### config.mk
export PLATFORM = sky130hd
export DESIGN_NAME = bcd_serial_add_ctrl
export DESIGN_NICKNAME = d
export VERILOG_FILES = /design/src/rtl/bcd_serial_add_ctrl.sv
export SDC_FILE = /design/constraint.sdc
export NUM_CORES = 1
export LEC_CHECK = 0
export CORE_MARGIN = 1.5
export CORE_UTILIZATION = 47
export CTS_CLUSTER_DIAMETER = 200
export DETAILED_ROUTE_END_ITERATION = 10
export PLACE_DENSITY = 0.82
export SLEW_MARGIN = 0
export SYNTH_ARGS = -nofsm -noshare
export SYNTH_HDL_FRONTEND = slang
export SYNTH_SLANG_ARGS = --single-unit
export TNS_END_PERCENT = 1
### constraint.sdc
create_clock -name Clk -period 1.7 [get_ports Clk]
set_input_delay 0.17 -clock Clk [delete_from_list [all_inputs] [get_ports Clk]]
set_output_delay 0.17 -clock Clk [all_outputs]
set_load 0.02 [all_outputs]
### src/rtl/bcd_serial_add_ctrl.sv
// Digit-serial packed-BCD adder sequencer driving one shared BCD digit adder.
// Operands are latched on Start and fed LSD first; the decimal carry ripples through a register.
module bcd_serial_add_ctrl #(
  parameter int DIGITS = 4
) (
  input  logic                Clk,
  input  logic                Reset_n,
  input  logic                Start,
  input  logic [4*DIGITS-1:0] A,
  input  logic [4*DIGITS-1:0] B,
  input  logic                Cin,
  output logic [3:0]          DigA,
  output logic [3:0]          DigB,
  output logic                DigCin,
  input  logic [3:0]          DigSum,
  input  logic                DigCout,
  output logic [4*DIGITS-1:0] Sum,
  output logic                Cout,
  output logic                Busy,
  output logic                Done,
  output logic                Err
);

  localparam int W  = 4 * DIGITS;
  localparam int CW = (DIGITS > 1) ? $clog2(DIGITS) : 1;
  localparam logic [CW-1:0] LAST = CW'(DIGITS - 1);

  typedef enum logic [1:0] {IDLE, ADD, DONE} state_t;

  state_t        state;
  state_t        state_nx;
  logic [W-1:0]  a_sh;
  logic [W-1:0]  b_sh;
  logic [W-1:0]  sum_q;
  logic          carry;
  logic          cout_q;
  logic          err_q;
  logic [CW-1:0] cnt;
  logic          bad;
  logic          last;

  function automatic logic bad_digits(input logic [W-1:0] v);
    logic r;
    r = 1'b0;
    for (int i = 0; i < DIGITS; i++)
      if (v[4*i +: 4] > 4'd9) r = 1'b1;
    return r;
  endfunction

  assign bad  = bad_digits(A) | bad_digits(B);
  assign last = (cnt == LAST);

  always_ff @(posedge Clk or negedge Reset_n) begin
    if (!Reset_n) state <= IDLE;
    else          state <= state_nx;
  end

  always_comb begin
    state_nx = state;
    unique case (state)
      IDLE:    if (Start) state_nx = bad ? DONE : ADD;
      ADD:     if (last)  state_nx = DONE;
      DONE:    state_nx = IDLE;
      default: state_nx = IDLE;
    endcase
  end

  always_comb begin
    Busy   = (state != IDLE);
    Done   = (state == DONE);
    DigA   = 4'd0;
    DigB   = 4'd0;
    DigCin = 1'b0;
    if (state == ADD) begin
      DigA   = a_sh[3:0];
      DigB   = b_sh[3:0];
      DigCin = carry;
    end
  end

  // Result digits enter at the top so the first digit lands at [3:0] after DIGITS shifts.
  always_ff @(posedge Clk or negedge Reset_n) begin
    if (!Reset_n) begin
      a_sh   <= '0;
      b_sh   <= '0;
      sum_q  <= '0;
      carry  <= 1'b0;
      cout_q <= 1'b0;
      err_q  <= 1'b0;
      cnt    <= '0;
    end else begin
      unique case (state)
        IDLE: begin
          if (Start && bad) begin
            sum_q  <= '0;
            cout_q <= 1'b0;
            err_q  <= 1'b1;
          end else if (Start) begin
            a_sh  <= A;
            b_sh  <= B;
            carry <= Cin;
            cnt   <= '0;
            err_q <= 1'b0;
          end
        end
        ADD: begin
          sum_q <= (sum_q >> 4) | (W'(DigSum) << (W - 4));
          a_sh  <= a_sh >> 4;
          b_sh  <= b_sh >> 4;
          carry <= DigCout;
          cnt   <= cnt + CW'(1);
          if (last) cout_q <= DigCout;
        end
        default: ;
      endcase
    end
  end

  assign Sum  = sum_q;
  assign Cout = cout_q;
  assign Err  = err_q;

endmodule
==> run metrics, run 1 <==
outcome completed; initial antenna violation count 0; net switching power 821 µW; via count 2,204; Layout area overhead 45.8%; vias in the first global route 2,117; Placeable Area 5070 µm²; clock share of power 0.316; post-route cell area 3580 µm²; period utilization 0.961; Placed Cells 400; kind of critical path primary input to flip-flop; leading area contributor after synthesis dfrtp_1; startpoint types primary input; fin nets 380; die height 75.3 µm; Mapped Area 2450 µm²; RD Place Congestion 0.823; WL final 6240 µm; first-pass GRT wire length 10,100 µm; Gate Count Post-Synth 241; post-synthesis sequential area ratio 0.561; Mean Syn Cell Area 10.2 µm²; clk_lat worst skew 0.31 ns; count leader, synth dfrtp_1; Final Skew 0.00340 ns; # port buffers 69; #FFs+latches synth 55; CTS tree built; worst slew pin tran 0.427 ns; Switching Share 0.258; maxcap violations 0; Post-DP Area 3460 µm²; All-Layer GR Usage 0.240; Core Rows 26; Yosys cell types 25; Synth area leaders dfrtp_1 56%, a22o_1 8.9%, nand2_1 8.3%; CP Data Arrival Time 1.89 ns; post-synth top area share 0.561; Synth warnings 0; list of most frequent post-synthesis cells 55 x dfrtp_1, 54 x nand2_1, 26 x a21oi_1; CP Capture Type flip-flop; Max-Slew Margin vs Limit 0.715; Final Non-Filler Cells 409; DP HPWL 4530 µm; pin count of the biggest net entering global routing 26; CTS H-tree lvls 2; met3 usage 0.0348; Seq pwr share 0.491; clock sinks 55; layout cells sized above 1 0.192; Final min period 1.63 ns; Die ar. 5660 µm²; Logic pwr share 0.193; asr flop ratio synth 1.00; Post-synth EDFFs 0; die width 75.3 µm; Bufs on Longest Clock Path 2; routed len/inst 15.2 µm; Max Clk Rate 0.612 GHz; max-slew violation count 0; setup repair after global routing missed its margin true; GR Util met2 0.382; Antenna Cells 0; Clock Pin Slew Worst Setup and Hold Paths 0.10 ns; PwrDens 892 nW/µm²; Post-CTS Setup Inserts 0; static leakage 0.00162 µW; Initial Utilization 0.483; I/O pin total 70; Initial DRT Pass Iterations 4; Hold Path Class primary input to async pin; Root Buffer clkbuf_8; DR vias/cell 5.39; CP Data Required Time 1.95 ns; drt first-iter violations 128; Final setup viols 0; global route hottest layer met2; crit-path max FO 17; DRT antenna net count 0; worst vdd ir 0.566 mV; CTS Buf Count 5; # DRC 0; top_reg_cell synth dfrtp_1; internal power 2370 µW; M1 GR Usage 0.334; total gr overflow 0; Syn Nets 283; Final Hold Vio Count 0
## path summary, 6_finish.rpt
| path | startpoint | endpoint | slack [ns] | cells past startpoint |
|---|---|---|---|---|
| worst min register to register | cnt[0]$_DFFE_PN0P_ | cnt[0]$_DFFE_PN0P_ | 0.50 | 1 |
| worst max register to register | state[0]$_DFFE_PN0P_ | b_sh[1]$_DFFE_PN0P_ | 0.08 | 6 |
| worst min-delay path | Reset_n | a_sh[0]$_DFFE_PN0P_ | 0.32 | 2 |
| max in group asynchronous | Reset_n | state[0]$_DFFE_PN0P_ | 0.82 | 3 |
| worst max-delay path | B[10] | Sum[13]$_DFFE_PN0P_ | 0.07 | 7 |
| min in group Clk | B[8] | b_sh[8]$_DFFE_PN0P_ | 0.43 | 3 |
## what timing repair did
action,in CTS,in global routing
hold endpoints to repair,16,0
gates resized for setup,11,22
endpoints found under the setup margin,11,57
pin swaps,0,2
hold buffers,1,0
## worst max-delay path, stage by stage
cell	delay (ns)
clkdlybuf4s50_1	0.42
o21ai_1	0.18
nand4_2	0.19
buf_4	0.20
o41ai_4	0.40
buf_12	0.19
a22o_1	0.13
## cells in the final DEF, fill, tap and decap left out, types with 2 or more instances in the layout
cell / netlist / routed
buf_12: 0 / 3
a31oi_1: 25 / 25
dfrtp_1: 55 / 55
clkdlybuf4s50_1: 0 / 57
clkbuf_2: 0 / 9
nor2_1: 6 / 6
a22o_1: 25 / 25
buf_4: 2 / 31
bufinv_16: 0 / 2
a21oi_1: 26 / 26
nand2_1: 54 / 54
and2_1: 10 / 10
o21ai_0: 5 / 5
nor2_2: 2 / 2
buf_6: 2 / 3
o21ai_1: 4 / 3
clkbuf_8: 0 / 5
dlygate4sd2_1: 0 / 2
## metal layers
metal | vias up | wire (µm)
met2 | 73 | 3130
met4 | 0 | 115
met3 | 11 | 283
met5 | - | 0
met1 | 1067 | 2710
li1 | 1053 | -
## logic make-up after synthesis
family,count (synthesis),synth area share
adder cells (fa/ha/maj),1,0.00510
AND/OR/NAND/NOR,80,0.152
flip-flops,55,0.561
buffers and inverters,18,0.0377
AO/OA/AOI/OAI,87,0.244
## power groups by stage
| stage | clock network (µW) | logic (µW) | registers (µW) |
|---|---|---|---|
| 3_5_place_dp | 0 | 613 | 1590 |
| 5_1_grt | 1080 | 679 | 1590 |
| 3_3_place_gp | 0 | 587 | 1580 |
| 2_1_floorplan | 0 | 318 | 1570 |
| 4_1_cts | 1020 | 612 | 1570 |
| 6_report | 1010 | 614 | 1570 |
## per-stage QoR
step                      setup TNS [ns]  power [µW]  hold slack (ns)  utilization  setup WS [ns]
after floorplan                        0        1890           -0.126            -         0.0546
after global placement            -11.26        2170            0.122        0.682         -0.231
after detailed placement          -13.18        2210            0.124        0.682         -0.282
after CTS                              0        3200            0.329        0.709       0.000173
after global routing              -0.167        3340            0.355        0.705        -0.0230
final                                  0        3190            0.324        0.705         0.0656
## layout make-up
class                           instances  area (µm²)
Multi-Input combinational cell        168         998
Inverter                                1        3.75
Sequential cell                        55        1380
Fill cell                             393        1500
Clock buffer                            5        68.8
Timing Repair Buffer                  107         975
Tap cell                               70        87.6
Clock inverter                          3        67.6
## state kept, by name (all words and copies together) (netlist names)
signal / flops
cnt: 2
Sum: 16
Cout: 1
state: 2
a_sh: 16
b_sh: 16
carry: 1
Err: 1
(Power assumes the default switching activity.)
==> run 2, diff against run 1 <==
--- a/config.mk
+++ b/config.mk
@@ -6,10 +6,11 @@
 export NUM_CORES = 1
 export LEC_CHECK = 0
 export CORE_MARGIN = 1.5
-export CORE_UTILIZATION = 47
+export CORE_UTILIZATION = 49
+export CTS_BUF_LIST = sky130_fd_sc_hd__clkbuf_8
 export CTS_CLUSTER_DIAMETER = 200
 export DETAILED_ROUTE_END_ITERATION = 10
-export PLACE_DENSITY = 0.82
+export PLACE_DENSITY = 0.85
 export SLEW_MARGIN = 0
 export SYNTH_ARGS = -nofsm -noshare
 export SYNTH_HDL_FRONTEND = slang
==> run metrics, run 2 (same netlist as run 1, synthesis figures left out) <==
outcome completed; Hold Path Class primary input to async pin; Layout area overhead 44.5%; RD Place Congestion 0.804 (-2.4%); Max-Slew Margin vs Limit 0.745 (+0.0302); DP Worst Slack -0.283 ns (-0.00130 ns); CP Data Arrival Time 1.93 ns (+0.04 ns); Crit path top cell by count buf_4; clock sinks 55 (unchanged); CP Buf/Inv Count 3 (unchanged); global route hottest layer met2; setup ws final 0.0125 ns (-0.0531 ns); slowest cell delay on critical path 0.45 ns (+0.03 ns); Final setup viols 0 (unchanged); layout cells sized above 1 0.156 (-0.0361); Final Skew 0.0102 ns (+0.00679 ns); CTS H-tree lvls 2 (unchanged); DR vias/cell 5.55 (+3.0%); Reg area 1380 µm² (+0.18%); DRT antenna net count 0 (unchanged); first-pass GRT wire length 9830 µm (-2.6%); Initial DRT Pass Iterations 4 (unchanged); Root Buffer clkbuf_8; All-Layer GR Usage 0.240 (-0.000355); filler instances 336 (-15%); Final Hold Vio Count 0 (unchanged); CP Capture Type flip-flop; drt first-iter violations 163 (+27%); worst vdd ir 0.703 mV (+24%); Placeable Area 4790 µm² (-5.7%); DP HPWL 4130 µm (-8.8%); maxcap violations 0 (unchanged); worst-path cell chain clkdlybuf4s50_1, o21ai_1, nand2_1, buf_4, o41ai_4, buf_4, a22o_1; worst slew pin tran 0.381 ns (-0.0466 ns); WL final 6120 µm (-1.9%); Clock Pin Slew Worst Setup and Hold Paths 0.09 ns (about the same); kind of critical path primary input to flip-flop; period utilization 0.993 (+0.0313); met3 usage 0.0357 (+0.000859); die height 73.8 µm (-2.0%); PwrDens 862 nW/µm² (-3.3%); Final TNS setup 0 ns (unchanged); static leakage 0.00161 µW (-0.45%); I/O pin total 70 (unchanged); CP Data Required Time 1.94 ns (about the same); CTS Buf Count 5 (unchanged); fin nets 375 (-1.3%); total gr overflow 0 (unchanged); commonest cells after routing, fill and taps aside 57 x clkdlybuf4s50_1, 54 x nand2_1, 53 x dfrtp_1, 27 x buf_4, 26 x a21oi_1; initial antenna violation count 0 (unchanged); Bufs on Longest Clock Path 2 (unchanged); die width 73.8 µm (-2.0%); Reg-to-Reg Start state[1]$_DFFE_PN0P_; Reg2Reg Setup Slack 0.09 ns (about the same); # port buffers 69 (unchanged); via count 2,226 (+1.0%); vias in the first global route 2,100 (-0.80%); routed len/inst 15.3 µm (about the same); Die ar. 5440 µm² (-3.9%); M1 GR Usage 0.339 (+0.00545); Antenna Cells 0 (unchanged); Initial Utilization 0.513 (+0.0292); crit path max-delay cell type clkdlybuf4s50_1; crit-path max FO 6 (-11); GR Util met2 0.380 (-0.00212); final core occ 0.741 (+0.0358); RR Endpoint b_sh[5]$_DFFE_PN0P_; delay-heaviest family, CP buffers and inverters; pin count of the biggest net entering global routing 56 (+120%); max-slew violation count 0 (unchanged); startpoint types primary input; clk_lat worst skew 0.30 ns (about the same); commonest non-fill, non-tap cell in the layout clkdlybuf4s50_1; Core Rows 25 (-3.8%); CP Depth 7 (unchanged); Max Clk Rate 0.593 GHz (-3.1%); CTS tree built; worst-case reg-to-reg path depth 6 (unchanged); multi-input logic area 1010 µm² (+1.5%); # DRC 0 (unchanged); Final min period 1.69 ns (+0.0531 ns)
[run 2: changes by cell type in the layout (fill, tap and decap cells not counted), sizes merged]
cell         change
nor2b            +1
bufinv           -1
buf              -6
clkinvlp         -1
dlygate4sd2      +9
clkbuf           -8
clkinv           +1
[run 2: final cells by class]
| class | instances | share of cell area |
|---|---|---|
| clock buffer | 6 | 0.0233 |
| clock inverter | 2 | 0.00988 |
| inverter | 1 | 0.00106 |
| multi-input combinational | 169 | 0.286 |
| sequential | 55 | 0.389 |
| tap | 67 | 0.0236 |
| timing repair buffer | 101 | 0.267 |
[run 2: how the worst max path moves through the flow]
stage / startpoint / end
2_1_floorplan: state[0]$_DFFE_PN0P_ / a_sh[0]$_DFFE_PN0P_
3_3_place_gp: A[2] / Sum[8]$_DFFE_PN0P_
3_5_place_dp: A[2] / Sum[14]$_DFFE_PN0P_
4_1_cts: A[1] / Sum[12]$_DFFE_PN0P_
5_1_grt: A[14] / Sum[5]$_DFFE_PN0P_
6_report: B[6] / Sum[13]$_DFFE_PN0P_
[run 2: metrics by stage]
step	area (µm²)	hold WS, ns	std cells	total power [µW]
after detailed placement	3380	0.185	388	2180
final	3540	0.387	401	3060
after global routing	3540	0.428	401	3210
after global placement	3380	0.185	388	2150
after floorplan	2460	-0.126	241	1890
after CTS	3520	0.392	400	3050
[run 2: report_power, final]
| group | total, µW | leakage, µW | internal, µW | switching [µW] |
|---|---|---|---|---|
| Clock | 881 | 0.0000612 | 477 | 404 |
| Sequential | 1570 | 0.000682 | 1470 | 95.9 |
| Combinational | 607 | 0.000868 | 303 | 305 |
| Total | 3060 | 0.00161 | 2250 | 804 |
[run 2: metal layers]
metal  vias up  routed length (µm)  share of wire
met5         -                   0              0
met4         0                  82          0.013
met3        11                 314          0.051
met2        83                3080           0.50
met1      1082                2650           0.43
li1       1050                   -              -
[run 2: worst register-to-register path: cells and delay by family (launching register included)]
kind / cells / cell delay (ns)
AND/OR/NAND/NOR: 3 / 0.62
flip-flops: 1 / 0.49
buffers and inverters: 1 / 0.17
AO/OA/AOI/OAI: 2 / 0.26
[run 2: repair_timing]
item                                   CTS  global route
pin swaps                                0             3
hold buffers                             1             0
setup endpoints to repair               11            38
buffers inserted                         2             0
gates resized for setup                 14             6
cloned                                   1             1
endpoints found under the hold margin   55             0
